$ cat src/rtl/fifo_pack_pkg.sv
// rtl/fifo_pack_pkg.sv - shared types and width helpers for the 512-bit FIFO packer
package fifo_pack_pkg;

  typedef enum logic {
    FILL = 1'b0,
    PUSH = 1'b1
  } state_t;

  function automatic int ratio(input int in_w, input int out_w);
    return out_w / in_w;
  endfunction

  function automatic bit widths_ok(input int in_w, input int out_w);
    return (in_w > 0) && (out_w >= in_w) && ((out_w % in_w) == 0);
  endfunction

endpackage

$ cat src/rtl/fifo_pack_512.sv
// rtl/fifo_pack_512.sv - packs narrow valid/ready words into wide lines for simple_fifo_512
module fifo_pack_512
  import fifo_pack_pkg::*;
#(
  parameter int IN_WIDTH  = 32,
  parameter int OUT_WIDTH = 512,
  localparam int RATIO    = ratio(IN_WIDTH, OUT_WIDTH),
  localparam int IDX_W    = $clog2(RATIO) + 1
) (
  input  logic                 clk,
  input  logic                 reset,
  input  logic                 in_valid,
  input  logic [IN_WIDTH-1:0]  in_data,
  input  logic                 in_last,
  output logic                 in_ready,
  output logic                 fifo_we,
  output logic [OUT_WIDTH-1:0] fifo_din,
  input  logic                 fifo_full,
  output logic [IDX_W-1:0]     line_words,
  output logic [31:0]          lines_written
);

  if (!widths_ok(IN_WIDTH, OUT_WIDTH)) begin : g_width_check
    $error("fifo_pack_512: OUT_WIDTH must be a multiple of IN_WIDTH");
  end

  state_t                 state_q, state_d;
  logic [IDX_W-1:0]       idx_q, idx_d;
  logic [OUT_WIDTH-1:0]   line_q, line_d;
  logic [31:0]            cnt_q, cnt_d;

  always_comb begin
    state_d  = state_q;
    idx_d    = idx_q;
    line_d   = line_q;
    cnt_d    = cnt_q;
    in_ready = 1'b0;
    fifo_we  = 1'b0;

    case (state_q)
      FILL: begin
        in_ready = 1'b1;
        if (in_valid) begin
          // Lane decoder: idx selects which IN_WIDTH slice takes the word.
          for (int i = 0; i < RATIO; i++) begin
            if (idx_q == IDX_W'(i)) begin
              line_d[i*IN_WIDTH +: IN_WIDTH] = in_data;
            end
          end
          idx_d = idx_q + IDX_W'(1);
          if (idx_q == IDX_W'(RATIO - 1) || in_last) begin
            state_d = PUSH;
          end
        end
      end
      PUSH: begin
        if (!fifo_full) begin
          fifo_we = 1'b1;
          state_d = FILL;
          idx_d   = '0;
          line_d  = '0;
          cnt_d   = cnt_q + 32'd1;
        end
      end
      default: state_d = FILL;
    endcase

    // Handshake outputs are gated so nothing escapes while reset is held.
    if (reset) begin
      in_ready = 1'b0;
      fifo_we  = 1'b0;
    end
  end

  always_ff @(posedge clk) begin
    if (reset) begin
      state_q <= FILL;
      idx_q   <= '0;
      line_q  <= '0;
      cnt_q   <= '0;
    end else begin
      state_q <= state_d;
      idx_q   <= idx_d;
      line_q  <= line_d;
      cnt_q   <= cnt_d;
    end
  end

  assign fifo_din      = line_q;
  assign line_words    = idx_q;
  assign lines_written = cnt_q;

endmodule

$ cat config.mk
export PLATFORM = sky130hd
export DESIGN_NAME = fifo_pack_512
export DESIGN_NICKNAME = d
export VERILOG_FILES = /design/src/rtl/fifo_pack_pkg.sv /design/src/rtl/fifo_pack_512.sv
export SDC_FILE = /design/constraint.sdc
export NUM_CORES = 1
export LEC_CHECK = 0
export CAP_MARGIN = 25
export CELL_PAD_IN_SITES_DETAIL_PLACEMENT = 1
export CELL_PAD_IN_SITES_GLOBAL_PLACEMENT = 1
export CORE_MARGIN = 3
export CORE_UTILIZATION = 30
export DETAILED_ROUTE_END_ITERATION = 8
export MAX_ROUTING_LAYER = met4
export PLACE_DENSITY = 0.75
export SYNTH_ARGS = -nofsm -noshare
export SYNTH_HDL_FRONTEND = slang
export SYNTH_SLANG_ARGS = --single-unit
export TNS_END_PERCENT = 30
$ cat constraint.sdc
create_clock -name clk -period 6 [get_ports clk]
set_input_delay 1.2 -clock clk [delete_from_list [all_inputs] [get_ports clk]]
set_output_delay 1.2 -clock clk [all_outputs]
set_load 0.01 [all_outputs]
==> flow_summary.ini, run 1 <==
[run_status]
outcome = complete, no violations

[routing]
drt_pre_antenna_iters = 5
drc = 0
viasPerCell = 5.21
vias = 21200
ant_nets = 0
routed_wl_microns = 97800
wl_per_cell_microns = 24.0
first_iter_violations = 1570

[worst_setup_path]
max_stage_delay_ps = 560
critPathArrivalTime_ps = 2940
worst_path_max_delay_cell = clkdlybuf4s50_1
required_ps = 4800
rr_worst_depth = 5
critPathLaunchType = input port
crit_fanout = 43
path_class = in -> out
worst_path_most_repeated_cell = clkdlybuf4s50_1
crit_path_cell_trace = clkdlybuf4s50_1 > nand2b_4 > nor2_1 > clkdlybuf4s50_1
cp-end-kind = output pin

[power_and_ir_drop]
p_sw_uw = 2120
combinationalPowerShare_pct = 7.2
ir_drop_mv = 0.217
swShare_pct = 25.0
clockPowerShare_pct = 49.0
power_per_cell_area_nw_per_um2 = 273
leakage_uw = 0.0100
p_int_uw = 6360
pwr-share-seq_pct = 43.8

[placed_design]
dp_cells = 3950
dp_hpwl_microns = 63000
globalplace.congestion = 0.787
postPlaceCellArea_sq_um = 28800
port-buffer-count = 587

[sta]
finClkSkew_ps = 22.2
slew_viol_final = 0
slew_headroom_pct = 21.7
post-route-period-util_pct = 69.0
worstMarginPinSlew_ps = 1170
rsz0062_at_grt = no
timing.fmax_mhz = 242
setup_tns_ps = 0
finalSetupViolCount = 0
hold_viol = 0
fin_crit_ps = 4140

[clock_tree]
cts_tree = yes
clock_sinks = 550
holdBufCountCts = 0
cts_setup_buffers = 0
cts_max_level = 3
clockBufferDepth = 3
clock_latency_ps = 580
ctsResizeCount = 0
cts_buffers = 66
path_clk_slew_ps = 60
cts_root_buf = clkbuf_16

[die]
coreArea_sq_um = 73100
ios = 588
die_h_microns = 278
start_util_pct = 30.4
die_x_microns = 278
dieArea_sq_um = 77300
num_rows = 99

[synthesis]
yosys_register_bits = 550
synth_fp_nets = 2668
ys_types = 44
async_reset_ff_share_pct = 0
synth_edf_count = 0
seq_area_frac_synth_pct = 49.6
syn_inst = 2625
synth_ff_type = dfxtp_1
yosys_warnings = 0
syn_avg_cell_area_sq_um = 8.46
mappedNetlistArea_sq_um = 22200

[grt]
antenna_found_initial = 12
grt_pass1_vias = 20900
grt_max_degree = 206
track_usage_pct = 25.0
overflow = 0
grt_pass1_wl_microns = 142000

[layout]
fin_area_sq_um = 31100
syn_to_final_growth_pct = 40.0
layout-drive-gt1-share_pct = 13.3
nets = 3103
final_cells = 4074
fillers = 8390

[worst_hold_path]
hold_depth = 2
hold_class = reg -> reg

[flow_run]
max-cap-violations = 0
path summary, 6_finish.rpt:
kind	startpoint	to	slack, ps
setup / recovery	fifo_full	fifo_we	1860
hold / removal	fifo_din[482]$_SDFFE_PP0P_	fifo_din[482]$_SDFFE_PP0P_	450
setup reg to reg	state_q$_SDFF_PP0_	fifo_din[409]$_SDFFE_PP0P_	2890
hold reg to reg	fifo_din[482]$_SDFFE_PP0P_	fifo_din[482]$_SDFFE_PP0P_	450
power by group through the flow:
stage	clock [uW]	sequential (uW)	combinational (uW)
after floorplan	0	3800	269
after global placement	0	3790	601
after detailed placement	0	3790	609
after CTS	4250	3710	612
after global routing	4400	3720	645
final	4160	3710	610
routing by layer:
metal | vias to the layer above | wire length (microns) | global-route usage (%)
li1 | 9785 | - | -
met1 | 10600 | 41000 | 30.6
met2 | 691 | 45300 | 38.9
met3 | 182 | 7480 | 7.04
met4 | 0 | 3970 | 9.92
met5 | - | 0 | -
cell usage after synthesis, types with 2 or more instances:
cell,number,area (sq um)
a21oi_1,341,1710
a22oi_1,2,15.0
and2_1,3,18.8
and3_1,2,12.5
and4_1,3,26.3
buf_1,21,78.8
buf_2,29,145
buf_6,3,33.8
clkbuf_1,219,822
dfxtp_1,550,11000
ha_1,6,75.1
inv_1,10,37.5
mux2_1,3,33.8
mux2_2,190,2140
nand2_1,561,2110
nand2b_1,33,206
nand3_1,107,536
nand4_1,8,50.1
nand4_2,2,25.0
nor2_1,222,833
nor2b_1,37,231
nor3_1,4,20.0
nor4_1,5,31.3
nor4b_1,3,26.3
nor4bb_1,2,20.0
o211ai_1,192,1440
o21ai_0,7,35.0
o31ai_1,12,90.1
or2_2,2,12.5
or3_1,6,37.5
or4_1,14,105
or4b_1,2,20.0
xnor2_1,11,96.3
xor2_1,3,26.3
area by class of cell:
| cell class | count | area, sq um | share of cell area (%) |
|---|---|---|---|
| Sequential cell | 550 | 11000 | 35.4 |
| Antenna cell | 8 | 20.0 | 0.0644 |
| Clock inverter | 26 | 338 | 1.09 |
| Inverter | 10 | 37.5 | 0.121 |
| Tap cell | 959 | 1200 | 3.86 |
| Clock buffer | 89 | 1900 | 6.11 |
| Multi-Input combinational cell | 1791 | 10200 | 32.8 |
| Timing Repair Buffer | 641 | 6380 | 20.5 |
registers in the layout, indices dropped and copies added, names as in the netlist:
register	cells
line_words	5
state_q	1
lines_written	32
fifo_din	512
worst max-delay path, delay by kind of cell:
family                 cells  cell delay, ps
buffers and inverters      2            1040
AND/OR/NAND/NOR            2             660
stage by stage:
stage / setup slack, ps / total power [uW] / utilization (%) / hold slack [ps]
5_1_grt: 1770 / 8760 / 42.5 / 470
2_1_floorplan: 2670 / 4070 / - / 476
4_1_cts: 1860 / 8570 / 42.5 / 452
6_report: 1860 / 8480 / 42.5 / 453
3_3_place_gp: 1790 / 4390 / 39.3 / 437
3_5_place_dp: 1820 / 4400 / 39.4 / 444
cells in the final DEF, fill, tap and decap left out, types with 3 or more instances in the layout:
cell / netlist / final
xor2_1: 3 / 3
inv_1: 10 / 10
nand4_1: 8 / 8
ha_1: 6 / 6
o31ai_1: 12 / 12
nor4_1: 5 / 5
nand2b_1: 33 / 32
or3_1: 6 / 6
and2_1: 3 / 3
buf_8: 0 / 3
clkbuf_1: 219 / 7
bufinv_16: 0 / 6
diode_2: 0 / 8
clkinv_2: 0 / 9
mux2_2: 190 / 190
mux2_1: 3 / 3
nor2b_1: 37 / 5
nand3_1: 107 / 105
buf_12: 0 / 3
o211ai_1: 192 / 192
nor3_1: 4 / 4
dfxtp_1: 550 / 549
nand2_1: 561 / 557
xnor2_1: 11 / 11
nor2_1: 222 / 216
buf_4: 0 / 47
a21oi_1: 341 / 340
inv_6: 0 / 6
clkbuf_8: 1 / 16
nor2_2: 0 / 5
nand3_2: 1 / 3
clkbuf_16: 0 / 66
nor4b_1: 3 / 3
nor2b_2: 0 / 32
o21ai_0: 7 / 7
clkdlybuf4s50_1: 0 / 586
or4_1: 14 / 13
logic make-up after synthesis:
logic type | after synthesis | synth area share [%]
AO/OA/AOI/OAI | 555 | 14.8
XOR/XNOR | 14 | 0.552
adder cells (fa/ha/maj) | 6 | 0.338
buffers and inverters | 284 | 5.14
flip-flops | 550 | 49.6
multiplexers | 193 | 9.79
AND/OR/NAND/NOR | 1023 | 19.7
No activity file was read; power rests on OpenSTA's default activity.
==> run 2, diff against run 1 <==
--- a/config.mk
+++ b/config.mk
@@ -12,7 +12,7 @@
 export CORE_UTILIZATION = 30
 export DETAILED_ROUTE_END_ITERATION = 8
 export MAX_ROUTING_LAYER = met4
-export PLACE_DENSITY = 0.75
+export PLACE_DENSITY = 0.78
 export SYNTH_ARGS = -nofsm -noshare
 export SYNTH_HDL_FRONTEND = slang
 export SYNTH_SLANG_ARGS = --single-unit
==> constraint.sdc (replaced) <==
create_clock -name clk -period 3.7 [get_ports clk]
set_input_delay 0.74 -clock clk [delete_from_list [all_inputs] [get_ports clk]]
set_output_delay 0.74 -clock clk [all_outputs]
set_load 0.01 [all_outputs]
==> run 2 against run 1 <==
Compared with the run above:
- critical path type unchanged
- die area stayed put
- sequential share of layout area hardly changed
- sequential power is 62% higher
- sequential cell count stayed put
==> flow_summary.ini, run 2 (synthesis results as in run 1) <==
[run_status]
outcome = complete, no violations

[clock_tree]
cts_tree = yes
cts_buffers = 61
holdBufCountCts = 0
ctsResizeCount = 0
cts_max_level = 2
clock_latency_ps = 640
clockBufferDepth = 3
cts_root_buf = clkbuf_16
clock_sinks = 550
cts_setup_buffers = 0
path_clk_slew_ps = 60

[worst_setup_path]
max_stage_delay_ps = 730
crit_path_cell_trace = clkdlybuf4s50_1 > nand2b_4 > nor2_1 > clkdlybuf4s50_1
crit_fanout = 5
worst_path_max_delay_cell = clkdlybuf4s50_1
path_class = in -> out
worst_path_most_repeated_cell = clkdlybuf4s50_1
critPathArrivalTime_ps = 2780
critPathLaunchType = input port
required_ps = 2960
cp-end-kind = output pin
worst-path-buf-inv = 2
crit_family = buffers and inverters

[layout]
nets = 3112
seq_area_sq_um = 11000
fillers = 8440
largest_reg_flops = 512
syn_to_final_growth_pct = 39.9
layout_common_cells = clkdlybuf4s50_1, nand2_1, dfxtp_1
layout-drive-gt1-share_pct = 13.3
final_common_cell = clkdlybuf4s50_1
final_cells = 4083
multi_input_area_sq_um = 10200

[routing]
drc = 0
wl_per_cell_microns = 24.2
first_iter_violations = 1589
viasPerCell = 5.23
vias = 21300
ant_nets = 0
routed_wl_microns = 98900
drt_pre_antenna_iters = 5

[grt]
grt_pass1_wl_microns = 144000
grt_pass1_vias = 21400
antenna_found_initial = 7
grt_max_degree = 215
overflow = 0
track_usage_pct = 25.2

[die]
die_x_microns = 278
die_h_microns = 278
ios = 588
start_util_pct = 30.4
num_rows = 99
coreArea_sq_um = 73100
dieArea_sq_um = 77300

[placed_design]
dp_cells = 3964
port-buffer-count = 587
dp_hpwl_microns = 64800
globalplace.congestion = 0.785

[sta]
worstMarginPinSlew_ps = 1320
finalSetupViolCount = 0
fin_crit_ps = 3520
post-route-period-util_pct = 95.0
slew_viol_final = 0
timing.fmax_mhz = 284
hold_viol = 0
rsz0062_at_grt = no
setup_tns_ps = 0
finClkSkew_ps = 23.8
whs_ps = 450
slew_headroom_pct = 12.0

[flow_run]
max-cap-violations = 0

[power_and_ir_drop]
leakage_uw = 0.0100
power_per_cell_area_nw_per_um2 = 429
ir_drop_mv = 0.375

[worst_hold_path]
hold_class = reg -> reg
## run 2: cell types whose count changed in the layout (fill, tap and decap cells not counted), sizes merged
cell,change
clkbuf,+4
clkinv,-2
buf,+14
bufinv,-2
inv,-4
clkinvlp,-1
## run 2: metal layers
| layer | wire length [microns] | GRT usage, % | up-vias |
|---|---|---|---|
| li1 | - | - | 9794 |
| met1 | 41200 | 30.3 | 10600 |
| met2 | 46000 | 39.9 | 690 |
| met3 | 7220 | 6.91 | 210 |
| met4 | 4480 | 10.5 | 0 |
| met5 | 0 | - | - |
## run 2: final cells by class
type,count,area share (%)
repair buffers,655,21.0
flip-flops and latches,550,35.5
inverters,10,0.121
clock inverters,17,0.721
clock buffers,93,5.92
multi-input cells,1791,32.8
diodes,8,0.0645
well taps,959,3.86
## run 2: power breakdown
| group | switching (uW) | internal, uW |
|---|---|---|
| clock | 2600 | 3690 |
| combinational | 703 | 300 |
| sequential | 40.8 | 5980 |
| total | 3340 | 9970 |
## run 2: worst paths after layout
kind / cells past startpoint / to / slack, ps / from
hold / removal: 2 / fifo_din[483]$_SDFFE_PP0P_ / 450 / fifo_din[483]$_SDFFE_PP0P_
setup reg to reg: 5 / fifo_din[349]$_SDFFE_PP0P_ / 1000 / line_words[3]$_SDFFE_PP0P_
hold reg to reg: 2 / fifo_din[483]$_SDFFE_PP0P_ / 450 / fifo_din[483]$_SDFFE_PP0P_
setup / recovery: 4 / fifo_we / 180 / fifo_full
## run 2: worst reg2reg max path, stage by stage, from the launching register on
cell and delay (ps):
dfxtp_1 650, or4b_2 1040, nor2_2 450, buf_12 230, nand2_1 90, a21oi_1 160
## run 2: stage by stage
step	setup WS [ps]	cell area (sq um)	util [%]	total power, uW
2_1_floorplan	1290	22200	-	6600
3_3_place_gp	119	28900	39.6	7150
3_5_place_dp	146	28900	39.6	7160
4_1_cts	129	31000	42.4	13400
5_1_grt	120	31000	42.5	13700
6_report	184	31000	42.5	13300
